$ cat src/rtl/axis_gen_pkg.sv
// Shared types and helpers for the AXI-Stream pattern generator.
// The final-beat keep mask is expressed per byte lane so any KEEP_W can use it.
package axis_gen_pkg;

  typedef enum logic [1:0] {
    StIdle,
    StSend,
    StGap
  } state_e;

  localparam int unsigned DefDataW = 512;
  localparam int unsigned DefKeepW = DefDataW / 8;

  // Bit idx of the final-beat tkeep for a packet of len bytes.
  // A length that fills the last beat exactly yields all ones.
  function automatic logic final_keep_bit(input logic [15:0] len, input int unsigned keep_w,
                                          input int unsigned idx);
    int unsigned r;
    r = 32'(len) % keep_w;
    return (r == 0) || (idx < r);
  endfunction

endpackage

$ cat src/rtl/axis_pattern_gen.sv
// AXI-Stream packet generator: emits pkt_count packets of pkt_len bytes carrying an
// incrementing 32-bit word sequence, with optional idle gaps between packets.
module axis_pattern_gen
  import axis_gen_pkg::*;
#(
  parameter int unsigned DATA_W = DefDataW,
  parameter int unsigned KEEP_W = DATA_W / 8
) (
  input  logic              axi_aclk,
  input  logic              axi_reset,
  input  logic              start,
  input  logic [15:0]       pkt_len,
  input  logic [15:0]       pkt_count,
  input  logic [7:0]        gap_cycles,
  input  logic [31:0]       seed,
  output logic [DATA_W-1:0] m_axis_tdata,
  output logic [KEEP_W-1:0] m_axis_tkeep,
  output logic              m_axis_tlast,
  output logic              m_axis_tvalid,
  input  logic              m_axis_tready,
  output logic              busy,
  output logic              done,
  output logic [31:0]       beat_total
);

  localparam int unsigned WordsPerBeat = DATA_W / 32;

  state_e              state_q, state_d;
  logic [15:0]         beats_q, beats_d;
  logic [15:0]         pkt_cnt_q, pkt_cnt_d;
  logic [15:0]         pkt_idx_q, pkt_idx_d;
  logic [15:0]         beat_idx_q, beat_idx_d;
  logic [7:0]          gap_q, gap_d;
  logic [7:0]          gap_cnt_q, gap_cnt_d;
  logic [31:0]         word_q, word_d;
  logic [KEEP_W-1:0]   last_keep_q, last_keep_d;
  logic [31:0]         beat_total_q, beat_total_d;
  logic                done_q, done_d;

  logic                tvalid_c;
  logic                is_last_beat;
  logic                is_last_pkt;
  logic [31:0]         beats_calc;
  logic [KEEP_W-1:0]   last_keep_calc;
  logic [KEEP_W-1:0]   keep_c;
  logic [DATA_W-1:0]   data_c;

  always_comb begin
    beats_calc = (32'(pkt_len) + KEEP_W - 1) / KEEP_W;
    last_keep_calc = '0;
    for (int b = 0; b < int'(KEEP_W); b++) begin
      last_keep_calc[b] = final_keep_bit(pkt_len, KEEP_W, b);
    end
  end

  assign is_last_beat = (beat_idx_q == beats_q - 16'd1);
  assign is_last_pkt  = (pkt_idx_q == pkt_cnt_q - 16'd1);

  always_comb begin
    state_d      = state_q;
    beats_d      = beats_q;
    pkt_cnt_d    = pkt_cnt_q;
    pkt_idx_d    = pkt_idx_q;
    beat_idx_d   = beat_idx_q;
    gap_d        = gap_q;
    gap_cnt_d    = gap_cnt_q;
    word_d       = word_q;
    last_keep_d  = last_keep_q;
    beat_total_d = beat_total_q;
    done_d       = 1'b0;
    tvalid_c     = 1'b0;

    unique case (state_q)
      StIdle: begin
        if (start) begin
          // Empty runs complete immediately without leaving IDLE.
          if (pkt_len == 16'd0 || pkt_count == 16'd0) begin
            done_d = 1'b1;
          end else begin
            state_d     = StSend;
            beats_d     = 16'(beats_calc);
            pkt_cnt_d   = pkt_count;
            pkt_idx_d   = 16'd0;
            beat_idx_d  = 16'd0;
            gap_d       = gap_cycles;
            word_d      = seed;
            last_keep_d = last_keep_calc;
          end
        end
      end
      StSend: begin
        tvalid_c = 1'b1;
        if (m_axis_tready) begin
          beat_total_d = beat_total_q + 32'd1;
          word_d       = word_q + 32'(WordsPerBeat);
          if (is_last_beat) begin
            beat_idx_d = 16'd0;
            if (is_last_pkt) begin
              state_d = StIdle;
              done_d  = 1'b1;
            end else begin
              pkt_idx_d = pkt_idx_q + 16'd1;
              if (gap_q != 8'd0) begin
                state_d   = StGap;
                gap_cnt_d = gap_q;
              end
            end
          end else begin
            beat_idx_d = beat_idx_q + 16'd1;
          end
        end
      end
      StGap: begin
        gap_cnt_d = gap_cnt_q - 8'd1;
        if (gap_cnt_q == 8'd1) state_d = StSend;
      end
      default: state_d = StIdle;
    endcase
  end

  always_comb begin
    keep_c = is_last_beat ? last_keep_q : '1;
    data_c = '0;
    for (int i = 0; i < int'(WordsPerBeat); i++) begin
      data_c[i*32 +: 32] = word_q + 32'(i);
    end
    for (int b = 0; b < int'(KEEP_W); b++) begin
      if (!keep_c[b]) data_c[b*8 +: 8] = 8'h00;
    end
  end

  always_comb begin
    m_axis_tvalid = tvalid_c;
    m_axis_tlast  = tvalid_c & is_last_beat;
    m_axis_tkeep  = tvalid_c ? keep_c : '0;
    m_axis_tdata  = tvalid_c ? data_c : '0;
    busy          = (state_q != StIdle);
    done          = done_q;
    beat_total    = beat_total_q;
  end

  always_ff @(posedge axi_aclk) begin
    if (axi_reset) begin
      state_q      <= StIdle;
      beats_q      <= '0;
      pkt_cnt_q    <= '0;
      pkt_idx_q    <= '0;
      beat_idx_q   <= '0;
      gap_q        <= '0;
      gap_cnt_q    <= '0;
      word_q       <= '0;
      last_keep_q  <= '0;
      beat_total_q <= '0;
      done_q       <= 1'b0;
    end else begin
      state_q      <= state_d;
      beats_q      <= beats_d;
      pkt_cnt_q    <= pkt_cnt_d;
      pkt_idx_q    <= pkt_idx_d;
      beat_idx_q   <= beat_idx_d;
      gap_q        <= gap_d;
      gap_cnt_q    <= gap_cnt_d;
      word_q       <= word_d;
      last_keep_q  <= last_keep_d;
      beat_total_q <= beat_total_d;
      done_q       <= done_d;
    end
  end

endmodule

$ cat config.mk
export PLATFORM = sky130hd
export DESIGN_NAME = axis_pattern_gen
export DESIGN_NICKNAME = d
export VERILOG_FILES = /design/src/rtl/axis_gen_pkg.sv /design/src/rtl/axis_pattern_gen.sv
export SDC_FILE = /design/constraint.sdc
export NUM_CORES = 1
export LEC_CHECK = 0
export BUFFER_PORTS_ARGS = -buffer_cell sky130_fd_sc_hd__buf_4
export CELL_PAD_IN_SITES_DETAIL_PLACEMENT = 1
export CELL_PAD_IN_SITES_GLOBAL_PLACEMENT = 2
export CORE_AREA = 4 4 291 293
export DETAILED_ROUTE_END_ITERATION = 8
export DIE_AREA = 0 0 295 297
export PLACE_DENSITY_LB_ADDON = 0.3
export RECOVER_POWER = 25
export SLEW_MARGIN = 40
export SYNTH_ARGS = -nofsm -noshare
export SYNTH_HDL_FRONTEND = slang
export SYNTH_SLANG_ARGS = --single-unit
$ cat constraint.sdc
create_clock -name axi_aclk -period 3.03 [get_ports axi_aclk]
set_input_delay 0.1515 -clock axi_aclk [delete_from_list [all_inputs] [get_ports axi_aclk]]
set_output_delay 0.1515 -clock axi_aclk [all_outputs]
set_load 0.03 [all_outputs]
; ---- After elaboration in Yosys (flattened, before gate mapping)
; Cells that the tools add are included.
; Widths: inputs -> output; s select.
[word_totals]
regBits = 211
inputBits = 76
out_inout_bits = 612
[classes]
addsub = 24
magnitude_cmp = 64
eq_ne = 13
mux = 100
bitwise_logic = 2
n_reduce_logical = 79
[op_table]
columns = op, count
row1 = $mux 8, 68
row2 = $mux 512, 1
row3 = $add 32x4->32 const B, 8
row4 = $lt 6x6->1 const A, 32
row5 = $add 32x3->32 const B, 4
row6 = $mux 64, 2
row7 = $mux 16, 7
row8 = $lt 5x6->1 const A, 16
row9 = $mux 32, 3
row10 = $logic_or 1x1->1, 65
row11 = $add 32x1->32 const B, 2
row12 = $add 32x2->32 const B, 2
row13 = $pmux 16 s2, 2
row14 = $pmux 32 s2, 1
row15 = $lt 4x6->1 const A, 8
row16 = $add 16x1->16 const B, 2
row17 = $add 32x5->32 const B, 1
row18 = $eq 16x16->1, 2
row19 = $logic_not 16->1, 2
row20 = $logic_not 32->1, 1
row21 = $sub 16x1->16 const B, 2
row22 = $lt 3x6->1 const A, 4
row23 = $sub 17x1->18 const B, 1
row24 = $add 16x7->17 const B, 1
row25 = 23 further kinds, 45

; ---- Depth between registers and ports, before layout
[logic_depth]
depth_word = 6
depth_mapped = 14

; ---- Least setup slack after synthesis
; Ideal clock, no wire load.
[synth_path]
kind = register -> register
from = register pkt_cnt_q[0]
to = register gap_cnt_q[0]
setup_ps = 119
arrival_time_ps = 3026
slack_ps = -114
path_stages_with_launch = 14
path_buffers = 3
period_less_slack_ps = 3144
path_cell_list = dfxtp_1 > buf_6 > inv_1 > ha_1 > or4b_1 > buf_2 > or4b_1 > a21boi_1 > o21ai_1 > a2111oi_4 > o21a_2 > buf_4 > a21oi_1 > o221a_2
[synth_via]
elab_chain_cells = 4
[synth_rtl]
columns = element, line_no
row1 = start: declaration, axis_pattern_gen.sv:30  ; logic [15:0] pkt_cnt_q, pkt_cnt_d;
row2 = start signal: assignment, axis_pattern_gen.sv:158  ; pkt_cnt_q <= pkt_cnt_d;
row3 = $sub 16x1->16, axis_pattern_gen.sv:57  ; assign is_last_pkt = (pkt_idx_q == pkt_cnt_q - 16'd1);
row4 = $eq 16x16->1, axis_pattern_gen.sv:57
row5 = $ne 2x2->1 (no source line), --
row6 = $reduce_and 5->1 (no source line), --
row7 = end signal: assignment, axis_pattern_gen.sv:162  ; gap_cnt_q <= gap_cnt_d;
row8 = end: declaration, axis_pattern_gen.sv:34  ; logic [7:0] gap_cnt_q, gap_cnt_d;
; No other way between the ends.
; A chain may end at the register's enable or synchronous reset.

; ---- Worst setup path after layout
[layout_path]
from = register word_q[22]
to = output m_axis_tdata[61]
[layout_via]
elab_chain_cells = 3
[layout_rtl]
columns = element, line_no
row1 = start: declaration, axis_pattern_gen.sv:35  ; logic [31:0] word_q, word_d;
row2 = start signal: assignment, axis_pattern_gen.sv:163  ; word_q <= word_d;
row3 = $add 32x1->32, axis_pattern_gen.sv:125  ; data_c[i*32 +: 32] = word_q + 32'(i);
row4 = $mux 8, axis_pattern_gen.sv:128  ; if (!keep_c[b]) data_c[b*8 +: 8] = 8'h00;
row5 = $mux 512, axis_pattern_gen.sv:136  ; m_axis_tdata = tvalid_c ? data_c : '0;
row6 = end: declaration, axis_pattern_gen.sv:16  ; output logic [DATA_W-1:0] m_axis_tdata,
; No other way between the ends.

==> flow_metrics.py <==
metrics = {
    "floorplanning": {
        "core_um2": 81800,
        "die_area_um2": 87600,
        "die_y_um": 297,
        "ios": 688,
        "rows": 105,
        "die_w_um": 295,
        "start_util_pct": 23.9,
    },
    "finish": {
        "seq_area_um2": 4130,
        "postLayoutCoreUtil_pct": 39.0,
        "instances_no_fill": 5091,
        "multi_input_area_um2": 15200,
        "area_delta_synth_final_pct": 63.1,
        "drive_above_1_share_pct": 32.5,
        "layout.nets": 4090,
        "post-route-cell-area_um2": 31900,
        "nFillCells": 10300,
    },
    "placed_design": {
        "io_buffer_count": 687,
        "place_area_um2": 28600,
        "routabilityCongestion": 0.967,
        "dp.cells": 4928,
        "dp_hpwl_um": 116000,
    },
    "global_route": {
        "grt_pass1_vias": 26700,
        "grt_max_degree": 61,
        "gr-usage-met2_pct": 52.3,
        "grt_use_met3_pct": 7.33,
        "gr-usage-met1_pct": 39.0,
        "grt-busiest-layer": "met2",
        "grt_pass1_wl_um": 204000,
        "antenna_found_initial": 10,
        "grt_use_total_pct": 31.8,
        "grt-ovfl-total": 0,
    },
    "yosys": {
        "ys_warn_count": 0,
        "synthDistinctLibCells": 74,
        "async_reset_ff_share_pct": 0,
        "netlist_area_um2": 19600,
        "netlist_top_cells_area": "dfxtp_1, nor2_1, xnor2_1, xor2_1, nand2_1",
        "synth_top_area_share_pct": 21.1,
        "synth_area_leader_cell": "dfxtp_1",
        "post-synth-top-count-cell": "nor2_1",
        "synth_edf_count": 0,
        "syn_nets": 3167,
        "synth_seq_area_share_pct": 21.1,
        "synth-compound-area-share_pct": 16.2,
        "synthCells": 3070,
        "synth_adder_area_share_pct": 1.34,
        "synth_xor_area_share_pct": 20.3,
        "ys.flop_type": "dfxtp_1",
        "postSynthAreaPerCell_um2": 6.38,
        "yosys_register_bits": 206,
        "synth.cells.most_frequent": "nor2_1, nand2_1, xnor2_1, clkbuf_1, dfxtp_1",
        "synth_mux_area_share_pct": 0.262,
        "synthSimpleGateAreaFrac_pct": 34.4,
        "synth_top_family_by_area": "simple AND/OR/NAND/NOR gates",
    },
    "timing": {
        "fmax_mhz": 286,
        "rsz0062_at_grt": "yes",
        "setup_viol": 600,
        "fin_hold_ws_ns": 0.0365,
        "worst_slack_ns": -0.464,
        "worst_slew_pin_slew_ns": 1.30,
        "drv_slew": 0,
        "fin_crit_sh_pct": 115,
        "min_period_ns": 3.49,
        "skew_ns": 0.0170,
        "finalHoldViolations": 0,
        "slew_headroom_pct": 13.2,
    },
    "clocking": {
        "h-tree-depth": 1,
        "cts_buffers": 28,
        "cts.clk_slew.worst_paths_ns": 0.06,
        "clkLatencyLatePin_ns": 0.57,
        "clock_sinks": 206,
        "cts_tree": "done",
        "cts_root_buffer": "clkbuf_16",
        "clk_path_buf_depth": 3,
    },
    "worst_setup_path": {
        "end_kind": "output pin",
        "arrival_ns": 3.34,
        "crit_required_ns": 2.88,
        "slowest_delay_ns": 0.53,
        "start_kind": "flip-flop",
        "critPathMaxFanout": 9,
        "critPathKind": "flip-flop to output pin",
        "critical_path.top_delay_family": "simple AND/OR/NAND/NOR gates",
        "crit_chain": "buf_4 > and2_1 > nand4_1 > nor2_1 > nand2_1 > xor2_1 > buf_4 > nor2_1 > buf_4",
        "slowest_stage": "nor2_1",
        "cp_common_cell": "buf_4",
        "path_buf_inv": 3,
    },
    "power": {
        "powerDensity_nw_per_um2": 369,
        "p_leak_uw": 0.0127,
        "max-vdd-ir-drop_v": 0.000381,
    },
    "route": {
        "firstDrtPassIters": 5,
        "drc_errors": 0,
        "via_count": 26700,
        "drtIter0Drc": 2094,
        "routedWlPerCell_um": 28.9,
        "viasPerCell": 5.25,
        "detail-route-antenna-nets": 0,
        "routed_wl_um": 147000,
    },
    "job": {
        "max_cap_violations": 0,
    },
    "run_status": {
        "failed_checks": "setup timing",
        "status": "finished, violations left",
    },
    "worst_hold_path": {
        "holdCritPathClass": "input pin to flip-flop",
    },
}
[cells in the final DEF, fill, tap and decap left out, types with 80 or more instances in the layout]
cell type,Yosys,routed
o21ai_0,116,116
xor2_1,190,190
inv_1,88,80
buf_4,1,838
nand2_1,321,316
xnor2_1,258,258
buf_6,3,106
nor2_1,786,721
a21oi_1,193,166
dfxtp_1,206,198
[cell type report]
type | count | share of cell area (%)
clock buffer | 42 | 2.68
clock inverter | 9 | 0.549
inverter | 91 | 1.11
tap | 1070 | 4.19
multi-input combinational | 2538 | 47.7
antenna | 7 | 0.0549
sequential | 206 | 12.9
timing repair buffer | 1128 | 30.8
[routing by layer]
layer,vias to the layer above,wire length (um)
met5,-,42
met4,6,8590
met3,308,12400
met2,1212,66800
met1,13200,59100
li1,12000,-
[tightest hold or removal path, stage by stage]
cell	delay [ns]
buf_4	0.18
nor2_1	0.08
nand2_1	0.06
a22o_1	0.11
[stage by stage]
step | TNS (ns) | total power, uW | setup slack [ns]
after CTS | -219.63 | 11700 | -0.474
after global placement | -1.20 | 7610 | -0.104
after global routing | -266.34 | 12200 | -0.579
after floorplan | -5.39 | 5300 | -0.0606
after detailed placement | -1.54 | 7640 | -0.114
final | -184.99 | 11800 | -0.464
[logic make-up (layout without fill, tap and decap cells)]
| logic type | Yosys count | in the layout |
|---|---|---|
| multiplexers | 5 | 5 |
| buffers and inverters | 326 | 1270 |
| XOR/XNOR | 450 | 450 |
| adder cells (fa/ha/maj) | 21 | 21 |
| AND/OR/NAND/NOR | 1528 | 1528 |
| AO/OA/AOI/OAI | 534 | 534 |
| other | 0 | 7 |
| flip-flops | 206 | 206 |
[sequential cells by signal, summed over array words and instances, names as in the netlist]
signal,count
beat_idx_q,16
beats_q,11
state_q,2
last_keep_q,64
done,1
pkt_idx_q,16
beat_total,32
gap_q,8
pkt_cnt_q,16
word_q,32
gap_cnt_q,8
[repair_timing]
item | in CTS | in global routing
setup endpoints to repair | 601 | 609
gates resized for setup | 196 | 116
hold endpoints to repair | 73 | 0
pin swaps | 26 | 19
setup buffers | 17 | 9
hold buffers | 75 | 0
cloned | 3 | 3
[where the power goes]
| part | internal, uW | total [uW] | switching (uW) |
|---|---|---|---|
| combinational | 1810 | 5020 | 3210 |
| clock | 2360 | 3750 | 1390 |
| sequential | 2850 | 3020 | 174 |
| total | 7010 | 11800 | 4780 |
[final timing paths]
path              slack, ns  cells past startpoint            start                to
setup reg to reg      -0.14                     14       beats_q[0]      pkt_idx_q[7]
setup / recovery      -0.46                      9       word_q[22]  m_axis_tdata[61]
hold / removal         0.04                      4       pkt_len[2]   last_keep_q[57]
hold reg to reg        0.46                      2  last_keep_q[36]   last_keep_q[36]
Note: power is estimated with default switching activity, not from simulation.
